<file path="src/rtl/vga_capture_rx.sv">
// ============================================================================
// Module      : vga_capture_rx
// Description : VGA receive front end. Registers the incoming sync and colour
//               pins and recovers line and frame timing from the sync falls.
//               It locks after one clean frame, then issues one frame-buffer
//               write per active pixel.
//               Optional feature: define VGA_RX_CRC_EN to add a per-frame
//               CRC-16-CCITT over the written pixels (frame_crc/crc_valid).
// Revision    : 1.0 - initial release
// ============================================================================
`default_nettype none

module vga_capture_rx #(
    parameter int H_TOTAL  = 800,
    parameter int V_TOTAL  = 525,
    parameter int H_START  = 144,
    parameter int H_ACTIVE = 640,
    parameter int V_START  = 35,
    parameter int V_ACTIVE = 480
) (
    input  logic        clk,
    input  logic        rst,
    input  logic        h_sync,
    input  logic        v_sync,
    input  logic [3:0]  red,
    input  logic [3:0]  green,
    input  logic [3:0]  blue,
    output logic        wr_en,
    output logic [8:0]  wr_row,
    output logic [9:0]  wr_col,
    output logic [11:0] wr_data,
    output logic        frame_start,
    output logic        locked,
`ifdef VGA_RX_CRC_EN
    output logic [15:0] frame_crc,
    output logic        crc_valid,
`endif
    output logic [7:0]  err_count
);

    localparam logic [9:0] c_H_LAST  = 10'(H_TOTAL - 1);
    localparam logic [9:0] c_H_TOTAL = 10'(H_TOTAL);
    localparam logic [9:0] c_V_LAST  = 10'(V_TOTAL - 1);
    localparam logic [9:0] c_H_START = 10'(H_START);
    localparam logic [9:0] c_H_END   = 10'(H_START + H_ACTIVE);
    localparam logic [9:0] c_V_START = 10'(V_START);
    localparam logic [9:0] c_V_END   = 10'(V_START + V_ACTIVE);
    localparam logic [9:0] c_CNT_MAX = 10'h3FF;

    localparam logic [1:0] c_SEARCH  = 2'd0;
    localparam logic [1:0] c_MEASURE = 2'd1;
    localparam logic [1:0] c_LOCKED  = 2'd2;

    logic        r_hs1, r_vs1, r_hs2, r_vs2;
    logic [3:0]  r_red1, r_green1, r_blue1;
    logic [9:0]  r_hc, r_vc;
    logic [1:0]  r_state;

    logic        w_hfall, w_vfall;
    logic [9:0]  w_hc, w_vc;
    logic        w_line_err, w_frame_err, w_err;
    logic [1:0]  w_state_nxt;
    logic        w_active, w_wr, w_fs;
    logic [9:0]  w_row_full, w_col_full;
    logic [11:0] w_data;

    // Stage 1 pin sampling, plus a one-cycle history of the syncs for edge detection
    always_ff @(posedge clk or posedge rst) begin
        if (rst) begin
            r_hs1    <= 1'b1;
            r_vs1    <= 1'b1;
            r_hs2    <= 1'b1;
            r_vs2    <= 1'b1;
            r_red1   <= 4'd0;
            r_green1 <= 4'd0;
            r_blue1  <= 4'd0;
        end else begin
            r_hs1    <= h_sync;
            r_vs1    <= v_sync;
            r_hs2    <= r_hs1;
            r_vs2    <= r_vs1;
            r_red1   <= red;
            r_green1 <= green;
            r_blue1  <= blue;
        end
    end

    assign w_hfall = r_hs2 & ~r_hs1;
    assign w_vfall = r_vs2 & ~r_vs1;
    assign w_data  = {r_blue1, r_green1, r_red1};

    // Position of the current stage-1 sample, timing checks and next FSM state
    always_comb begin
        w_hc = w_hfall ? 10'd0 : ((r_hc == c_CNT_MAX) ? r_hc : r_hc + 10'd1);
        w_vc = r_vc;
        if (w_vfall) begin
            w_vc = 10'd0;
        end else if (w_hfall && (r_vc != c_CNT_MAX)) begin
            w_vc = r_vc + 10'd1;
        end

        w_line_err  = (w_hfall && (r_hc != c_H_LAST)) || (!w_hfall && (w_hc == c_H_TOTAL));
        w_frame_err = w_vfall && (r_vc != c_V_LAST);
        w_err       = w_line_err | w_frame_err;

        w_state_nxt = r_state;
        case (r_state)
            c_SEARCH:  if (w_vfall) w_state_nxt = c_MEASURE;
            c_MEASURE: begin
                if (w_err)        w_state_nxt = c_SEARCH;
                else if (w_vfall) w_state_nxt = c_LOCKED;
            end
            c_LOCKED:  if (w_err) w_state_nxt = c_SEARCH;
            default:   w_state_nxt = c_SEARCH;
        endcase

        w_active   = (w_hc >= c_H_START) && (w_hc < c_H_END) &&
                     (w_vc >= c_V_START) && (w_vc < c_V_END);
        // The drop out of LOCKED takes effect on the erroring sample itself
        w_wr       = (w_state_nxt == c_LOCKED) && w_active;
        w_fs       = (r_state == c_LOCKED) && w_vfall && !w_err;
        w_row_full = w_vc - c_V_START;
        w_col_full = w_hc - c_H_START;
    end

    // Counters, FSM state and error tally
    always_ff @(posedge clk or posedge rst) begin
        if (rst) begin
            r_hc      <= 10'd0;
            r_vc      <= 10'd0;
            r_state   <= c_SEARCH;
            err_count <= 8'd0;
        end else begin
            r_hc    <= w_hc;
            r_vc    <= w_vc;
            r_state <= w_state_nxt;
            if ((r_state == c_LOCKED) && w_err && (err_count != 8'hFF)) begin
                err_count <= err_count + 8'd1;
            end
        end
    end

    // Registered write port; address and data hold while no write is issued
    always_ff @(posedge clk or posedge rst) begin
        if (rst) begin
            wr_en       <= 1'b0;
            wr_row      <= 9'd0;
            wr_col      <= 10'd0;
            wr_data     <= 12'd0;
            frame_start <= 1'b0;
            locked      <= 1'b0;
        end else begin
            wr_en       <= w_wr;
            frame_start <= w_fs;
            locked      <= (w_state_nxt == c_LOCKED);
            if (w_wr) begin
                wr_row  <= w_row_full[8:0];
                wr_col  <= w_col_full;
                wr_data <= w_data;
            end
        end
    end

`ifdef VGA_RX_CRC_EN
    logic [15:0] r_crc;

    function automatic logic [15:0] f_crc_step(input logic [15:0] crc, input logic [11:0] data);
        logic [15:0] c;
        logic        fb;
        c = crc;
        for (int i = 11; i >= 0; i--) begin
            fb = c[15] ^ data[i];
            c  = {c[14:0], 1'b0};
            if (fb) c = c ^ 16'h1021;
        end
        return c;
    endfunction

    // Running frame CRC; latched and restarted at each clean locked frame boundary
    always_ff @(posedge clk or posedge rst) begin
        if (rst) begin
            r_crc     <= 16'hFFFF;
            frame_crc <= 16'd0;
            crc_valid <= 1'b0;
        end else begin
            crc_valid <= w_fs;
            if (w_fs) begin
                frame_crc <= r_crc;
                r_crc     <= 16'hFFFF;
            end else if (w_wr) begin
                r_crc <= f_crc_step(r_crc, w_data);
            end else if (w_state_nxt != c_LOCKED) begin
                r_crc <= 16'hFFFF;
            end
        end
    end
`endif

endmodule

`default_nettype wire

</file>
<file path="config.mk">
export PLATFORM = sky130hd
export DESIGN_NAME = vga_capture_rx
export DESIGN_NICKNAME = d
export VERILOG_FILES = /design/src/rtl/vga_capture_rx.sv
export SDC_FILE = /design/constraint.sdc
export NUM_CORES = 1
export LEC_CHECK = 0
export CAP_MARGIN = 20
export CORE_MARGIN = 2
export CORE_UTILIZATION = 35
export CTS_CLUSTER_SIZE = 8
export DETAILED_ROUTE_END_ITERATION = 10
export SLEW_MARGIN = 15
export SYNTH_ARGS = -nofsm -noshare
export SYNTH_HDL_FRONTEND = slang
export SYNTH_SLANG_ARGS = --single-unit
</file>
<file path="constraint.sdc">
create_clock -name clk -period 4.35 [get_ports clk]
set_input_delay 0.435 -clock clk [delete_from_list [all_inputs] [get_ports clk]]
set_output_delay 0.435 -clock clk [all_outputs]
set_load 0.005 [all_outputs]
</file>
### After elaboration in Yosys (flattened, before gate mapping)

Cells that the tools add are included.
Widths: inputs -> output; s select.

| word-level totals | value |
|---|---|
| input bits | 16 |
| flip-flop bits (word level) | 80 |
| output and inout port bits | 42 |

| cells by class | value |
|---|---|
| multiplexer cells | 9 |
| add/subtract/negate cells | 5 |
| equal/unequal tests | 9 |
| bitwise operators | 5 |
| reductions and logical operators | 16 |
| order comparisons | 4 |

Operators with widths:

| kind | count |
|---|---|
| $mux 10 | 4 |
| $ne 10x10->1 const B | 3 |
| $add 10x1->10 const B | 2 |
| $eq 10x10->1 const B | 2 |
| $lt 10x10->1 const B | 2 |
| $logic_and 1x1->1 | 12 |
| $ge 10x6->1 const B | 1 |
| $ge 10x8->1 const B | 1 |
| $sub 10x8->10 const B | 1 |
| $sub 9x6->9 const B | 1 |
| $add 8x1->8 const B | 1 |
| $mux 2 | 4 |
| $ne 8x8->1 const B | 1 |
| $pmux 2 s3 | 1 |
| $eq 2x2->1 const B | 2 |
| $and 1x1->1 | 2 |
| $eq 2x1->1 const B | 1 |
| $logic_not 1->1 | 2 |
| $logic_not 2->1 | 1 |
| $not 1->1 | 2 |
| $logic_or 1x1->1 | 1 |
| $or 1x1->1 | 1 |

### Longest topological paths before layout

| depth | value |
|---|---|
| word-level depth | 11 |
| gate-level depth with buffers | 14 |
| gate-level depth less buffers | 12 |

### Least setup slack after synthesis

No wires, ideal clock.

| timing path | value |
|---|---|
| path type | flip-flop to flip-flop |
| start point | reg r_hc[0] |
| end point | reg wr_col[0] |
| path slack | 1.216 ns |
| stages on the path, launching flop included | 15 |
| setup time | 0.125 ns |
| clock period less this slack | 3.134 ns |
| buffers on the path | 2 |
| arrival | 3.009 ns |
| required time | 4.225 ns |
| cell sequence | dfrtp_1 > ha_1 > buf_2 > and3_1 > a2111o_1 > o21ai_0 > nor2_1 > inv_1 > ha_1 > inv_1 > o311ai_2 > nand3_2 > nor4_4 > buf_8 > mux2_4 |

| on the way | value |
|---|---|
| cells in the longest elaborated chain, start to end | 11 |

Ends and longest elaborated chain:

| element | line | RTL |
|---|---|---|
| start, declared | 56 | `logic [9:0] r_hc, r_vc;` |
| start signal, assigned | 134 | `r_hc <= w_hc;` |
| $add 10x1->10 / $eq 10x10->1 (equally long branches) | 94 | `w_hc = w_hfall ? 10'd0 : ((r_hc == c_CNT_MAX) ? r_hc : r_hc + 10'd1);` |
| $mux 10 (*) (2 in a row) | 94 |  |
| net w_hc[5] | 60 | `logic [9:0] w_hc, w_vc;` |
| $eq 10x10->1 | 102 | `w_line_err = (w_hfall && (r_hc != c_H_LAST)) \|\| (!w_hfall && (w_hc == c_H_TOTAL));` |
| $logic_and 1x1->1 | 102 |  |
| $logic_or 1x1->1 | 102 |  |
| $or 1x1->1 | 104 | `w_err = w_line_err \| w_frame_err;` |
| $mux 2 (on tied branches) | 113, 110 |  |
| $pmux 2 s3 | 107 | `case (r_state)` |
| $eq 2x2->1 | 120 | `w_wr = (w_state_nxt == c_LOCKED) && w_active;` |
| $logic_and 1x1->1 (*) | 120 |  |
| end signal, assigned | 158 | `wr_col <= w_col_full;` |
| end, declared | 30 | `output logic [9:0] wr_col,` |

Mark *: on every way through the listed nets, which the timed path passes. The rest lies on a longest branch.
A chain may end at the register's enable or synchronous reset.

### Worst setup path after layout

| timing path | value |
|---|---|
| start point | reg r_hc[0] |
| end point | reg wr_row[6] |

| on the way | value |
|---|---|
| cells in the longest elaborated chain, start to end | 11 |

Ends and longest elaborated chain:

| element | line | RTL |
|---|---|---|
| $add 10x1->10 / $eq 10x10->1 (equally long branches) | 94 |  |
| $mux 10 (2 in a row) | 94 |  |
| $eq 10x10->1 | 102 |  |
| $logic_and 1x1->1 | 102 |  |
| $logic_or 1x1->1 | 102 |  |
| $or 1x1->1 | 104 |  |
| $mux 2 (on tied branches) | 113, 110 |  |
| $pmux 2 s3 | 107 |  |
| $eq 2x2->1 | 120 |  |
| $logic_and 1x1->1 (*) | 120 |  |
| end signal, assigned | 157 | `wr_row <= w_row_full[8:0];` |
| end, declared | 29 | `output logic [8:0] wr_row,` |

Every way passes the cells marked *; elsewhere a longest branch is shown, timed or not.

==> reports/qor.csv <==
stage,metric,value,unit
run_status,status,completed,
drt,DR WL met3,323,um
finish,Area Overhead vs Synth,23.3,%
worst_setup_path,RR Endpoint,wr_row[6],
die,Core Area,11400,um^2
die,# rows,39,
power_and_ir_drop,leak pwr,2.17,nW
sta,worst slew pin tran,0.925,ns
die,Die X,112,um
sta,Final setup viols,0,
yosys,Post-synth ARST share,100,%
die,DIE HEIGHT,112,um
finish,layout cell share with drive strength beyond 1,18.8,%
worst_setup_path,crit-path leading delay family,simple AND/OR/NAND/NOR gates,
finish,multi-input logic area,1870,um^2
run,max cap viols,0,
worst_setup_path,Worst Reg-to-Reg Cells,13,
clock_tree,Post-CTS Resized,0,
worst_setup_path,reg2reg start,r_hc[0],
power_and_ir_drop,Pwr Total,0.00169,W
yosys,"Avg Cell Area, Syn",12.2,um^2
worst_setup_path,CP Launch Point,r_hc[0],
die,die area,12400,um^2
finish,Fill cells,1072,
sta,Fmax,279,MHz
worst_setup_path,cell mode on critical path,ha_1,
clock_tree,CTS Sinks,80,
sta,RSZ-0062 raised after global routing,false,
worst_hold_path,Hold Path Class,reg -> reg,
worst_setup_path,slowest CP cell,buf_4,
worst_setup_path,Worst path depth,13,
placement,RD Place Congestion,0.846,
drt,met1 wire length,3910,um
sta,period utilization,82.3,%
clock_tree,clock latency at the later pin of the worst-skew pair,0.34,ns
drt,DR vias,2758,
yosys,Yosys top cell by area,dfrtp_1,
sta,Final Skew,0.00609,ns
yosys,yosys warns,0,
global_routing,global route total overflow,0,
yosys,Syn Inst Count,333,
worst_setup_path,crit end category,register,
worst_setup_path,critical path arrival,3.80,ns
clock_tree,# hold bufs at CTS,0,
yosys,main area contributors after synthesis,"dfrtp_1, mux2_4, xnor2_1",
drt,drt first-iter violations,133,
yosys,"Cell Area, Synth",4050,um^2
sta,"Slew Viols, Final",0,
drt,DR WL met2,3800,um
worst_setup_path,Crit Path Class,reg -> reg,
placement,I/O Buffers,57,
yosys,post-synthesis register bit count,80,
global_routing,initial antenna violation count,0,
worst_setup_path,CP startpoint kind,register,
sta,Fin. Hold Viols,0,
sta,shortest period the worst path allows,3.58,ns
worst_setup_path,CP bufs+invs,1,
worst_hold_path,worst hold start,r_vs1,
yosys,share of the synthesized area in the top cell type,47.0,%
worst_setup_path,Setup crit end,wr_row[6],
placement,post-DP HPWL,5790,um
clock_tree,Clock Pin Slew Worst Setup and Hold Paths,0.06,ns
worst_setup_path,reg2reg setup slack,0.77,ns
worst_setup_path,CP required,4.57,ns
drt,router iterations before antenna repair,4,
power_and_ir_drop,PD cells,339,nW/um^2
finish,Final nets,413,
clock_tree,CTS buffer count,9,
yosys,Mapped Nets,357,
yosys,fraction of the yosys area taken by sequential cells,49.6,%
clock_tree,clk buf depth,2,
worst_setup_path,"Cell Chain, Critical Path",ha_1 -> and2_1 -> o211ai_1 -> xor2_1 -> or2_2 -> ha_1 -> nand2_1 -> a21oi_1 -> or4b_1 -> nand3_2 -> nor4_4 -> buf_4 -> mux2_2,
worst_hold_path,Hold Path Depth,0,
clock_tree,CTS tree,yes,
finish,ANT cells,0,
clock_tree,Root Driver,clkbuf_16,
drt,DR DRC count,0,
clock_tree,setup bufs post-CTS,0,
drt,antenna-violating nets left,0,
worst_setup_path,crit path max fanout,31,
drt,final WL,8170,um
worst_setup_path,max incr delay on CP,0.52,ns
finish,final core utilization,43.9,%
die,Initial Utilization,35.6,%
yosys,Unique masters post-synth,65,
global_routing,vias in the first global route,2787,
sta,Max-Slew Margin vs Limit,38.3,%
global_routing,global-route wire length before repair,14100,um
finish,sequential cell area,2010,um^2
clock_tree,htree depth,3,
yosys,ys flop type,dfrtp_1,
global_routing,gr usage total,14.0,%
power_and_ir_drop,VDD IR-drop max,155,uV
drt,via/cell ratio,5.14,
sta,setup TNS,0,ns
global_routing,largest net degree at the start of global routing,56,
die,boundary pin count,58,
yosys,"EDFF count, synth",0,
drt,DR top layer,met4,
drt,DR WL/cell,15.2,um
## flip-flops by register name, indices dropped and copies added, names as in the netlist, 2 cells and up
name	flops
r_vc	10
err_count	8
r_hc	10
wr_col	10
r_red1	4
wr_row	9
r_green1	4
r_blue1	4
r_state	2
wr_data	12
## how the worst min path moves through the flow
stage	endpoint
3_5_place_dp	r_vs2
3_3_place_gp	r_vs2
2_1_floorplan	r_vs2
5_1_grt	r_vs2
4_1_cts	r_vs2
6_report	r_vs2
## logic make-up (layout without fill, tap and decap cells)
logic type,after synthesis,after routing,synth area share (%)
AO/OA/AOI/OAI,55,55,10.6
adder cells (fa/ha/maj),8,8,2.47
multiplexers,33,33,11.7
flip-flops,80,80,49.6
AND/OR/NAND/NOR,106,106,16.7
XOR/XNOR,22,22,4.76
buffers and inverters,29,90,4.23
## cell type report
class,count,share of cell area [%]
clock buffer,9,4.51
clock inverter,7,1.23
inverter,13,1.00
multi-input combinational,224,37.5
sequential,80,40.2
tap,143,3.58
timing repair buffer,61,12.0
## synth_stat cells, types with 3 or more instances
cell / instances
mux2_2: 3
mux2_4: 28
buf_4: 3
nor2_1: 10
o21ai_0: 5
buf_8: 3
nand3_1: 10
nor3_1: 7
nor3_2: 3
xnor2_1: 14
and4_1: 5
and2_1: 5
inv_1: 13
dfrtp_1: 76
nand2_1: 19
a31oi_1: 6
ha_1: 8
buf_2: 8
a21oi_1: 10
nand4_1: 13
and3_1: 7
xor2_1: 8
a21o_1: 3
nand2b_1: 4
a211oi_1: 4
nor2b_1: 4
a41oi_1: 3
dfstp_2: 4
## cell usage in the layout (no fill, tap or decap), drive strengths merged, types with 5 or more instances in the layout
cell,netlist,final
mux2,31,31
inv,13,16
ha,8,8
xnor2,14,14
clkbuf,1,9
and3,7,7
nand3,12,12
xor2,8,8
nand4,13,13
dfrtp,76,76
a31oi,7,7
nor2,10,10
a211oi,6,6
and2,5,5
a21oi,10,10
and4,5,5
nor3,10,10
o21ai,7,7
clkdlybuf4s50,0,57
nand2,19,19
## layer usage
| layer | global-route usage, % | vias to the layer above |
|---|---|---|
| met4 | 5.27 | 0 |
| met1 | 19.2 | 1337 |
| li1 | - | 1344 |
| met5 | 0 | - |
| met2 | 21.7 | 66 |
| met3 | 3.38 | 11 |
## per-stage QoR
| step | std cells | cell area, um^2 | hold WS, ns | worst slack, ns |
|---|---|---|---|---|
| after global routing | 537 | 4990 | 0.387 | 0.493 |
| after CTS | 537 | 4990 | 0.377 | 0.750 |
| after detailed placement | 521 | 4710 | 0.368 | 0.763 |
| final | 537 | 4990 | 0.379 | 0.770 |
| after floorplan | 333 | 4050 | 0.358 | 1.22 |
| after global placement | 521 | 4710 | 0.364 | 0.877 |
## where the power goes
part           total (W)  switching (W)  internal, W  leakage, nW
registers       0.000808      0.0000366     0.000771         1.07
logic           0.000160      0.0000920    0.0000681        0.965
clock network   0.000725       0.000328     0.000397        0.135
Note: power is estimated with default switching activity, not from simulation.
